[src/rtl/makestuff_c2f_arbiter_pkg.sv]
// makestuff_c2f_arbiter_pkg
// Local definitions for the C2F chunk arbiter: the ownership state machine
// encoding and the largest number of consumers the arbiter is built for.
// No ports (package only).
package makestuff_c2f_arbiter_pkg;

  localparam int MAX_CONSUMERS = 4;

  // S_IDLE: nobody owns the read port, arbitration may run.
  // S_OWNED: one consumer owns the current chunk until it acknowledges.
  typedef enum logic {
    S_IDLE  = 1'b0,
    S_OWNED = 1'b1
  } ArbState;

endpackage

[src/rtl/makestuff_tlp_xcvr_pkg.sv]
// makestuff_tlp_xcvr_pkg
// Shared definitions for the TLP transceiver and its C2F / F2C helpers.
// The C2F ring buffer is addressed as {chunk pointer, offset within chunk}:
// the chunk pointer names one of 2**C2F_PTR_WIDTH chunks and the offset names
// one of C2F_CHUNKSIZE words inside that chunk.
// No ports (package only).
package makestuff_tlp_xcvr_pkg;

  localparam int C2F_PTR_WIDTH    = 3;
  localparam int C2F_OFFSET_WIDTH = 4;
  localparam int C2F_CHUNKSIZE    = 2 ** C2F_OFFSET_WIDTH;

  typedef logic [C2F_PTR_WIDTH-1:0]    C2FChunkPtr;
  typedef logic [C2F_OFFSET_WIDTH-1:0] C2FChunkOffset;
  typedef logic [31:0]                 uint32;

endpackage

[src/rtl/makestuff_rr_picker.sv]
// makestuff_rr_picker
// Purely combinational round-robin selector. Starting just after the last
// winner and wrapping in ascending index order, it returns the first
// requester found. Shared between the C2F and F2C arbiters.
// Ports:
//   reqMask_i    request mask, one bit per requester
//   lastIdx_i    index of the previous winner (search starts after it)
//   winOneHot_o  one-hot winner, zero when nobody requests
//   winIdx_o     binary index of the winner, zero when nobody requests
//   valid_o      high when at least one requester was found
module makestuff_rr_picker #(
  parameter int N    = 2,
  parameter int IDXW = 1
) (
  input  logic [N-1:0]    reqMask_i,
  input  logic [IDXW-1:0] lastIdx_i,
  output logic [N-1:0]    winOneHot_o,
  output logic [IDXW-1:0] winIdx_o,
  output logic            valid_o
);

  logic            found;
  logic [IDXW-1:0] cand;

  // Walk the requesters in priority order (last+1, last+2, ... wrapping) and
  // latch onto the first one that is requesting. The previous winner is
  // visited last, which is what makes the scheme fair.
  always_comb begin
    found       = 1'b0;
    cand        = '0;
    winOneHot_o = '0;
    winIdx_o    = '0;
    for (int off = 1; off <= N; off++) begin
      cand = IDXW'((int'(lastIdx_i) + off) % N);
      if (!found && reqMask_i[cand]) begin
        found             = 1'b1;
        winOneHot_o[cand] = 1'b1;
        winIdx_o          = cand;
      end
    end
    valid_o = found;
  end

endmodule

[src/rtl/makestuff_c2f_arbiter.sv]
// makestuff_c2f_arbiter
// Shares the C2F chunk ring buffer, and its single RAM read port, between
// NUM_CONSUMERS chunk consumers (legal range 1..MAX_CONSUMERS). The arbiter
// owns the ring read pointer, hands out whole chunks round-robin to enabled
// consumers, forms the RAM read address from the read pointer plus the
// owner's offset, and retires a chunk when its owner acknowledges it.
// Ports:
//   sysClk_in       system clock
//   sysRst_in       asynchronous active-high reset
//   wrPtr_in        producer write pointer
//   rdPtr_out       registered read pointer, returned to the producer as credit
//   ramRdAddr_out   RAM read address {rdPtr, owner offset}; {rdPtr, 0} when idle
//   enable_in       per-consumer eligibility mask (affects arbitration only)
//   cWrPtr_out      per-consumer write pointer view (flattened)
//   cRdPtr_out      per-consumer read pointer view (flattened)
//   cDtAck_in       per-consumer chunk-done pulse
//   cRdOffset_in    per-consumer read offset within the chunk (flattened)
//   grant_out       one-hot current owner, zero when idle
//   chunkCount_out  completed chunks per consumer, 32 bits each (flattened)
//   protoErr_out    sticky protocol error flag
//   errClear_in     synchronous clear of protoErr_out
module makestuff_c2f_arbiter
  import makestuff_tlp_xcvr_pkg::*;
  import makestuff_c2f_arbiter_pkg::*;
#(
  parameter int NUM_CONSUMERS = 2
) (
  input  logic                                         sysClk_in,
  input  logic                                         sysRst_in,
  input  logic [C2F_PTR_WIDTH-1:0]                     wrPtr_in,
  output logic [C2F_PTR_WIDTH-1:0]                     rdPtr_out,
  output logic [C2F_PTR_WIDTH+C2F_OFFSET_WIDTH-1:0]    ramRdAddr_out,
  input  logic [NUM_CONSUMERS-1:0]                     enable_in,
  output logic [NUM_CONSUMERS*C2F_PTR_WIDTH-1:0]       cWrPtr_out,
  output logic [NUM_CONSUMERS*C2F_PTR_WIDTH-1:0]       cRdPtr_out,
  input  logic [NUM_CONSUMERS-1:0]                     cDtAck_in,
  input  logic [NUM_CONSUMERS*C2F_OFFSET_WIDTH-1:0]    cRdOffset_in,
  output logic [NUM_CONSUMERS-1:0]                     grant_out,
  output logic [NUM_CONSUMERS*32-1:0]                  chunkCount_out,
  output logic                                         protoErr_out,
  input  logic                                         errClear_in
);

  localparam int PW = C2F_PTR_WIDTH;
  localparam int OW = C2F_OFFSET_WIDTH;
  localparam int IW = (NUM_CONSUMERS > 1) ? $clog2(NUM_CONSUMERS) : 1;

  ArbState                           state_q, state_d;
  logic [NUM_CONSUMERS-1:0]          grant_q, grant_d;
  logic [IW-1:0]                     ownerIdx_q, ownerIdx_d;
  C2FChunkPtr                        rdPtr_q, rdPtr_d;
  logic [NUM_CONSUMERS-1:0][31:0]    chunkCount_q, chunkCount_d;
  logic                              protoErr_q, protoErr_d;

  logic [NUM_CONSUMERS-1:0]          pickOneHot;
  logic [IW-1:0]                     pickIdx;
  logic                              pickValid;

  logic [NUM_CONSUMERS-1:0]          ownerMask;
  logic                              ownerAck;
  logic                              errSet;
  logic                              ringEmpty;
  C2FChunkOffset                     ownerOffset;

  // ownerIdx_q doubles as the "last winner" for the round-robin search: it
  // keeps its value after the chunk is retired, so the next search starts
  // just after the consumer that was served last.
  makestuff_rr_picker #(
    .N    (NUM_CONSUMERS),
    .IDXW (IW)
  ) u_picker (
    .reqMask_i   (enable_in),
    .lastIdx_i   (ownerIdx_q),
    .winOneHot_o (pickOneHot),
    .winIdx_o    (pickIdx),
    .valid_o     (pickValid)
  );

  // Only an ack from the current owner while owned can retire a chunk; any
  // other set ack bit is a protocol violation. This single mask covers
  // acks in idle, acks from non-owners and multiple simultaneous acks.
  assign ownerMask = (state_q == S_OWNED) ? grant_q : '0;
  assign ownerAck  = |(cDtAck_in & ownerMask);
  assign errSet    = |(cDtAck_in & ~ownerMask);
  assign ringEmpty = (wrPtr_in == rdPtr_q);

  // Ownership state machine: arbitrate in idle, wait for the owner's ack
  // in owned. Re-arbitration is deliberately left to the idle state, which
  // gives a fixed two-edge gap between an ack and the next grant.
  always_comb begin
    state_d      = state_q;
    grant_d      = grant_q;
    ownerIdx_d   = ownerIdx_q;
    rdPtr_d      = rdPtr_q;
    chunkCount_d = chunkCount_q;
    case (state_q)
      S_IDLE: begin
        if (!ringEmpty && pickValid) begin
          grant_d    = pickOneHot;
          ownerIdx_d = pickIdx;
          state_d    = S_OWNED;
        end
      end
      S_OWNED: begin
        if (ownerAck) begin
          rdPtr_d                  = rdPtr_q + 1'b1;
          chunkCount_d[ownerIdx_q] = chunkCount_q[ownerIdx_q] + 32'd1;
          grant_d                  = '0;
          state_d                  = S_IDLE;
        end
      end
      default: begin
        grant_d = '0;
        state_d = S_IDLE;
      end
    endcase
  end

  // Sticky error flag: a new violation in the same cycle beats a clear.
  always_comb begin
    protoErr_d = protoErr_q;
    if (errSet) begin
      protoErr_d = 1'b1;
    end else if (errClear_in) begin
      protoErr_d = 1'b0;
    end
  end

  // State registers. Reset abandons any chunk in flight without counting it
  // and primes the last winner so that consumer 0 is served first.
  always_ff @(posedge sysClk_in or posedge sysRst_in) begin
    if (sysRst_in) begin
      state_q      <= S_IDLE;
      grant_q      <= '0;
      ownerIdx_q   <= IW'(NUM_CONSUMERS - 1);
      rdPtr_q      <= '0;
      chunkCount_q <= '0;
      protoErr_q   <= 1'b0;
    end else begin
      state_q      <= state_d;
      grant_q      <= grant_d;
      ownerIdx_q   <= ownerIdx_d;
      rdPtr_q      <= rdPtr_d;
      chunkCount_q <= chunkCount_d;
      protoErr_q   <= protoErr_d;
    end
  end

  // Read address: the owner steers the word offset inside the current chunk;
  // with no owner the address parks at the start of the chunk.
  always_comb begin
    ownerOffset = '0;
    if (state_q == S_OWNED) begin
      ownerOffset = cRdOffset_in[int'(ownerIdx_q)*OW +: OW];
    end
  end

  // Consumer pointer views: everyone except the owner sees an empty ring
  // (write pointer == read pointer), so only the owner believes data exists.
  always_comb begin
    cWrPtr_out = '0;
    cRdPtr_out = '0;
    for (int i = 0; i < NUM_CONSUMERS; i++) begin
      cRdPtr_out[i*PW +: PW] = rdPtr_q;
      cWrPtr_out[i*PW +: PW] = ownerMask[IW'(i)] ? wrPtr_in : rdPtr_q;
    end
  end

  assign rdPtr_out      = rdPtr_q;
  assign ramRdAddr_out  = {rdPtr_q, ownerOffset};
  assign grant_out      = grant_q;
  assign chunkCount_out = chunkCount_q;
  assign protoErr_out   = protoErr_q;

endmodule
[config.mk]
export PLATFORM = sky130hd
export DESIGN_NAME = makestuff_c2f_arbiter
export DESIGN_NICKNAME = d
export VERILOG_FILES = /design/src/rtl/makestuff_c2f_arbiter_pkg.sv /design/src/rtl/makestuff_tlp_xcvr_pkg.sv /design/src/rtl/makestuff_rr_picker.sv /design/src/rtl/makestuff_c2f_arbiter.sv
export SDC_FILE = /design/constraint.sdc
export NUM_CORES = 1
export LEC_CHECK = 0
export ABC_CLOCK_PERIOD_IN_PS = 8000
export BUFFER_PORTS_ARGS = -buffer_cell sky130_fd_sc_hd__buf_2
export CORE_MARGIN = 3
export CORE_UTILIZATION = 45
export DETAILED_ROUTE_END_ITERATION = 8
export HOLD_SLACK_MARGIN = 0.03
export PLACE_DENSITY = 0.69
export SYNTH_ARGS = -nofsm -noshare
export SYNTH_HDL_FRONTEND = slang
export SYNTH_HIERARCHICAL = 1
export SYNTH_SLANG_ARGS = --single-unit
export TNS_END_PERCENT = 30
[constraint.sdc]
create_clock -name sysClk_in -period 8 [get_ports sysClk_in]
set_input_delay 1.6 -clock sysClk_in [delete_from_list [all_inputs] [get_ports sysClk_in]]
set_output_delay 1.6 -clock sysClk_in [all_outputs]
set_load 0.02 [all_outputs]
Word level (Yosys, flattened, before mapping)
Cells that the tools add are included.
- register bits after elaboration: 72
- input port bits: 18
- output and inout bits: 89
- word-level logic and storage cells: 69
- $add $sub $neg: 4
- order comparisons: 6
- equality and inequality tests: 3
- shift operators: 1
- multiplexer cells: 30
- bitwise operators: 5
- reduce and logical (&&, ||, !) cells: 13
- operators by type and width (kind ; count):
    2-to-1 mux 32 bit ; 3
    bitwise mux 64 bit ; 1
    adder 32 x 1 -> 32 bit (second input constant) ; 1
    demux 32 bit (select 1 bit) ; 1
    2-to-1 mux 1 bit ; 14
    2-to-1 mux 2 bit ; 5
    variable part select 8 x 4 -> 4 bit ; 1
    < comparator 1 x 2 -> 1 bit (second input constant) ; 3
    AND reduction 2 bit ; 3
    logical AND 1 bit ; 5
    bitwise AND 2 bit ; 2
    2-to-1 mux 4 bit ; 1
    case mux 2 bit (2 select lines) ; 1
    OR reduction 2 bit ; 2
    adder 3 x 1 -> 3 bit (second input constant) ; 1
    == test 3 bit ; 1
    >= comparator 1 bit (second input constant) ; 3
    2-to-1 mux 3 bit ; 1
    adder 1 bit (second input constant) ; 2
    demux 1 bit (select 1 bit) ; 2
    logical NOT 1 bit ; 2
    inequality test 2 x 1 -> 1 bit (second input constant) ; 1
    inequality test 2 bit (second input constant) ; 1
    NOT 2 bit ; 1
    other kinds (4) ; 4

Logic depth before layout (Yosys ltp)
- depth in word-level cells: 10
- gate-level depth with buffers: 12
- mapped depth without buffers: 7

Cells and area by module
Netlist, hierarchy kept.
- by module, submodules not included (module ; times used ; cells each ; area each (um2) ; sequential area each (um2)):
    makestuff_c2f_arbiter ; 1 ; 359 ; 3753.6 ; 1803.0
    makestuff_rr_picker ; 1 ; 5 ; 32.5 ; 0.0

Worst setup path after synthesis
OpenSTA, ideal clock, no wires.
- kind: input-to-output
- from: input port cRdOffset_in[5]
- to: output port ramRdAddr_out[1]
- arrival time: 1.977 ns
- data required time: 6.400 ns
- path slack: 4.423 ns
- stages: 2
- path buffers: 0
- cell sequence: mux2i_1 nor2b_1
- longest elaborated chain between the ends: 2
- RTL lines (what ; line ; source):
    from (decl) ; makestuff_c2f_arbiter.sv:37 ; input logic [NUM_CONSUMERS*C2F_OFFSET_WIDTH-1:0] cRdOffset_in,
    variable part select 8 x 4 -> 4 bit ; makestuff_c2f_arbiter.sv:154 ; ownerOffset = cRdOffset_in[int'(ownerIdx_q)*OW +: OW];
    2-to-1 mux 4 bit ; makestuff_c2f_arbiter.sv:153 ; if (state_q == S_OWNED) begin
    to (decl) ; makestuff_c2f_arbiter.sv:32 ; output logic [C2F_PTR_WIDTH+C2F_OFFSET_WIDTH-1:0] ramRdAddr_out,
No other way between the ends.

Final worst setup path
- from: input port wrPtr_in[0]
- to: output port cWrPtr_out[0]
- longest elaborated chain between the ends: 1
- RTL lines (what ; line ; source):
    from (decl) ; makestuff_c2f_arbiter.sv:30 ; input logic [C2F_PTR_WIDTH-1:0] wrPtr_in,
    2-to-1 mux 3 bit ; makestuff_c2f_arbiter.sv:165 ; cWrPtr_out[i*PW +: PW] = ownerMask[IW'(i)] ? wrPtr_in : rdPtr_q;
    to (decl) ; makestuff_c2f_arbiter.sv:34 ; output logic [NUM_CONSUMERS*C2F_PTR_WIDTH-1:0] cWrPtr_out,
No other way between the ends.

==> results.py <==
metrics = {
    "clock_tree": {
        "cts_tree": "yes",
        "cts_buffers": 9,
        "cts_setup_buffers": 0,
        "clk_pin_slew_ns": 0.08,
        "clkLatencyLatePin_ns": 0.37,
        "clk_path_buf_depth": 2,
        "cts_hold_buf": 0,
        "clockRootBuffer": "clkbuf_8",
        "h-tree-depth": 3,
        "cts.sinks": 72,
        "ctsResizeCount": 0,
    },
    "floorplan": {
        "die_x_um": 97.7,
        "core_area_sq_um": 7930,
        "start_util_pct": 47.8,
        "die_h_um": 97.7,
        "rows": 32,
        "ios": 107,
        "die_area_sq_um": 9550,
    },
    "routing": {
        "wl_um": 8900,
        "post-route-drc-count": 0,
        "drt-initial-drc-count": 89,
        "wl_per_cell_um": 15.7,
        "num_vias": 3054,
        "drt.antenna.violating_nets": 0,
        "dr.pass1.iters": 4,
        "drt-vias-per-instance": 5.38,
    },
    "pwr": {
        "p_int_uw": 773,
        "cellLeakagePower_nw": 2.35,
        "clockPowerShare_pct": 30.1,
        "switching_share_pct": 36.8,
        "power_frac_comb_pct": 31.3,
        "ir_drop_uv": 238,
        "p_total_mw": 1.22,
        "pwr-share-seq_pct": 38.6,
        "p_switching_uw": 449,
        "powerDensity_nw_per_um2": 268,
    },
    "logic_synthesis": {
        "synth_nets": 384,
        "synthTopCellsByArea": "dfrtp_1 47%, xnor2_1 7.9%, xor2_1 7.2%",
        "yosysSeqAreaShare_pct": 47.6,
        "synth_top_area_share_pct": 46.9,
        "syn_area_sq_um": 3790,
        "avgSynthCellArea_sq_um": 10.4,
        "synth_cell_types": 51,
        "yosys.cell_count.top_type": "dfrtp_1",
        "yosys.area.top_type": "dfrtp_1",
        "yosys_warnings": 6,
        "synthCells": 364,
        "synth_common_cells": "71 x dfrtp_1, 43 x nand2_1, 34 x xnor2_1",
        "ys_ff_latch": 72,
        "synthArstFlopShare_pct": 100,
        "synth_edf_count": 0,
        "ys.flop_type": "dfrtp_1",
    },
    "sta": {
        "max_slew.worst_pin.slew_ns": 0.909,
        "maxSlewViolCount": 0,
        "hold_viol": 0,
        "rsz0062_at_grt": "false",
        "clock_skew_ns": 0.0128,
        "setup_viol": 0,
        "whs_ns": 0.467,
        "fin_setup_tns_ns": 0,
        "max_freq_ghz": 0.269,
        "finalCriticalPeriod_ns": 3.71,
        "period_share_pct": 46.4,
        "relSlewSlack_pct": 39.4,
    },
    "setup_path": {
        "crit_path_end_kind": "primary output",
        "crit_top_cell": "buf_2",
        "crit_buf_inv": 2,
        "crit_required_ns": 6.40,
        "critPathTopFamily": "buffers and inverters",
        "r2r_start": "ownerIdx_q$_DFFE_PP1P_",
        "crit_path_start_kind": "input pin",
        "worstPathCellList": "buf_2, mux2_2, buf_2",
        "worst_path_largest_cell_delay_ns": 0.25,
        "path_max_fanout": 2,
        "cp.arrival_ns": 2.11,
        "crit_type": "input pin to primary output",
        "slowest_stage": "mux2_2",
        "reg2reg_depth": 6,
        "rr_endpoint": "chunkCount_out[19]$_DFFE_PP0P_",
        "rrSetupSlack_ns": 4.92,
    },
    "finish": {
        "antennaDiodeCount": 0,
        "layout-drive-gt1-share_pct": 32.0,
        "design_area_sq_um": 4560,
        "area_growth_pct": 20.4,
        "fin_nets": 481,
        "fin_util_pct": 57.5,
    },
    "global_route": {
        "grt_overflow": 0,
        "grt_pass1_wl_um": 14900,
        "grt_pass1_vias": 2993,
        "grt.total_usage_pct": 19.5,
        "grt_max_degree": 73,
        "grt_antenna_before_repair": 0,
    },
    "placed_design": {
        "hpwlAfterDp_um": 6400,
        "place_area_sq_um": 4300,
        "io_buffers": 106,
        "gp_congestion": 0.784,
    },
    "min_path": {
        "holdPathEnd": "chunkCount_out[31]$_DFFE_PP0P_",
        "hold_path_class": "flip-flop to flip-flop",
        "worst_hold_path.num_cells": 1,
        "hp-start": "chunkCount_out[31]$_DFFE_PP0P_",
    },
    "status": {
        "status": "finished, final reports clean",
    },
    "job": {
        "maxCapViolCount": 0,
    },
}
## flip-flops by register name, indices dropped and copies added (netlist names)
| signal | flops |
|---|---|
| chunkCount_out | 64 |
| ownerIdx_q | 1 |
| state_q | 1 |
| rdPtr_out | 3 |
| protoErr_out | 1 |
| grant_out | 2 |
## worst reg2reg max path, delay by kind of cell, from the launching register on
kind | cells | cell delay, ns
flops | 1 | 0.80
buf+inv | 1 | 0.43
xor+xnor | 1 | 0.20
simple gates | 3 | 1.02
compound gates | 1 | 0.55
## metrics by stage
| stage | setup WS, ns | cells |
|---|---|---|
| finish | 4.29 | 568 |
| global route | 4.24 | 568 |
| CTS | 4.28 | 568 |
| detailed placement | 4.29 | 552 |
| global placement | 4.29 | 552 |
| floorplan | 4.42 | 364 |
## layer usage
metal	global-route usage (%)	vias up	part of all wire (%)
met5	0	-	0
met4	6.60	0	1.4
met3	6.03	9	7.2
met2	30.3	103	46
met1	26.0	1484	45
li1	-	1458	-
## placed cells by master, fill, tap and decap left out, types with 3 or more instances in the layout
| master | n |
|---|---|
| buf_2 | 106 |
| o21ai_0 | 6 |
| a31oi_1 | 4 |
| nand2_1 | 43 |
| nor2_1 | 12 |
| mux2i_1 | 5 |
| inv_1 | 10 |
| xnor2_1 | 34 |
| xor2_1 | 31 |
| nor3_2 | 6 |
| mux2_2 | 8 |
| nand3_1 | 22 |
| nor2b_1 | 5 |
| nand4_1 | 16 |
| bufinv_16 | 3 |
| nor3_1 | 11 |
| nand3b_1 | 9 |
| nand4b_1 | 4 |
| nor4_1 | 5 |
| a22oi_1 | 3 |
| clkbuf_8 | 11 |
| buf_4 | 3 |
| dfrtp_1 | 71 |
## area by class of cell
type                            count  area (sq um)
Clock buffer                       11           151
Multi-Input combinational cell    258          1780
Fill cell                         713          3370
Clock inverter                      5           103
Tap cell                          102           128
Timing Repair Buffer              109           553
Sequential cell                    72          1800
Inverter                           11          41.3
## worst max path at each step
stage | to | startpoint | cells past startpoint
2_1_floorplan | ramRdAddr_out[1] | cRdOffset_in[5] | 2
3_3_place_gp | cWrPtr_out[0] | wrPtr_in[0] | 3
3_5_place_dp | cWrPtr_out[0] | wrPtr_in[0] | 3
4_1_cts | cWrPtr_out[0] | wrPtr_in[0] | 3
5_1_grt | ramRdAddr_out[0] | ownerIdx_q$_DFFE_PP1P_ | 4
6_report | cWrPtr_out[0] | wrPtr_in[0] | 3
## power groups by stage
stage	clock network [mW]	registers, mW	logic, mW
detailed placement	0	0.480	0.385
global placement	0	0.477	0.379
finish	0.367	0.472	0.382
CTS	0.369	0.473	0.386
floorplan	0	0.490	0.300
global route	0.390	0.483	0.412
## cells by family after synthesis
group | synth area share [%]
compound gates | 5.25
buf+inv | 5.42
xor+xnor | 15.0
mux | 3.70
fa+ha+maj | 0.661
simple gates | 22.3
flops | 47.6
No activity file was read; power rests on OpenSTA's default activity.
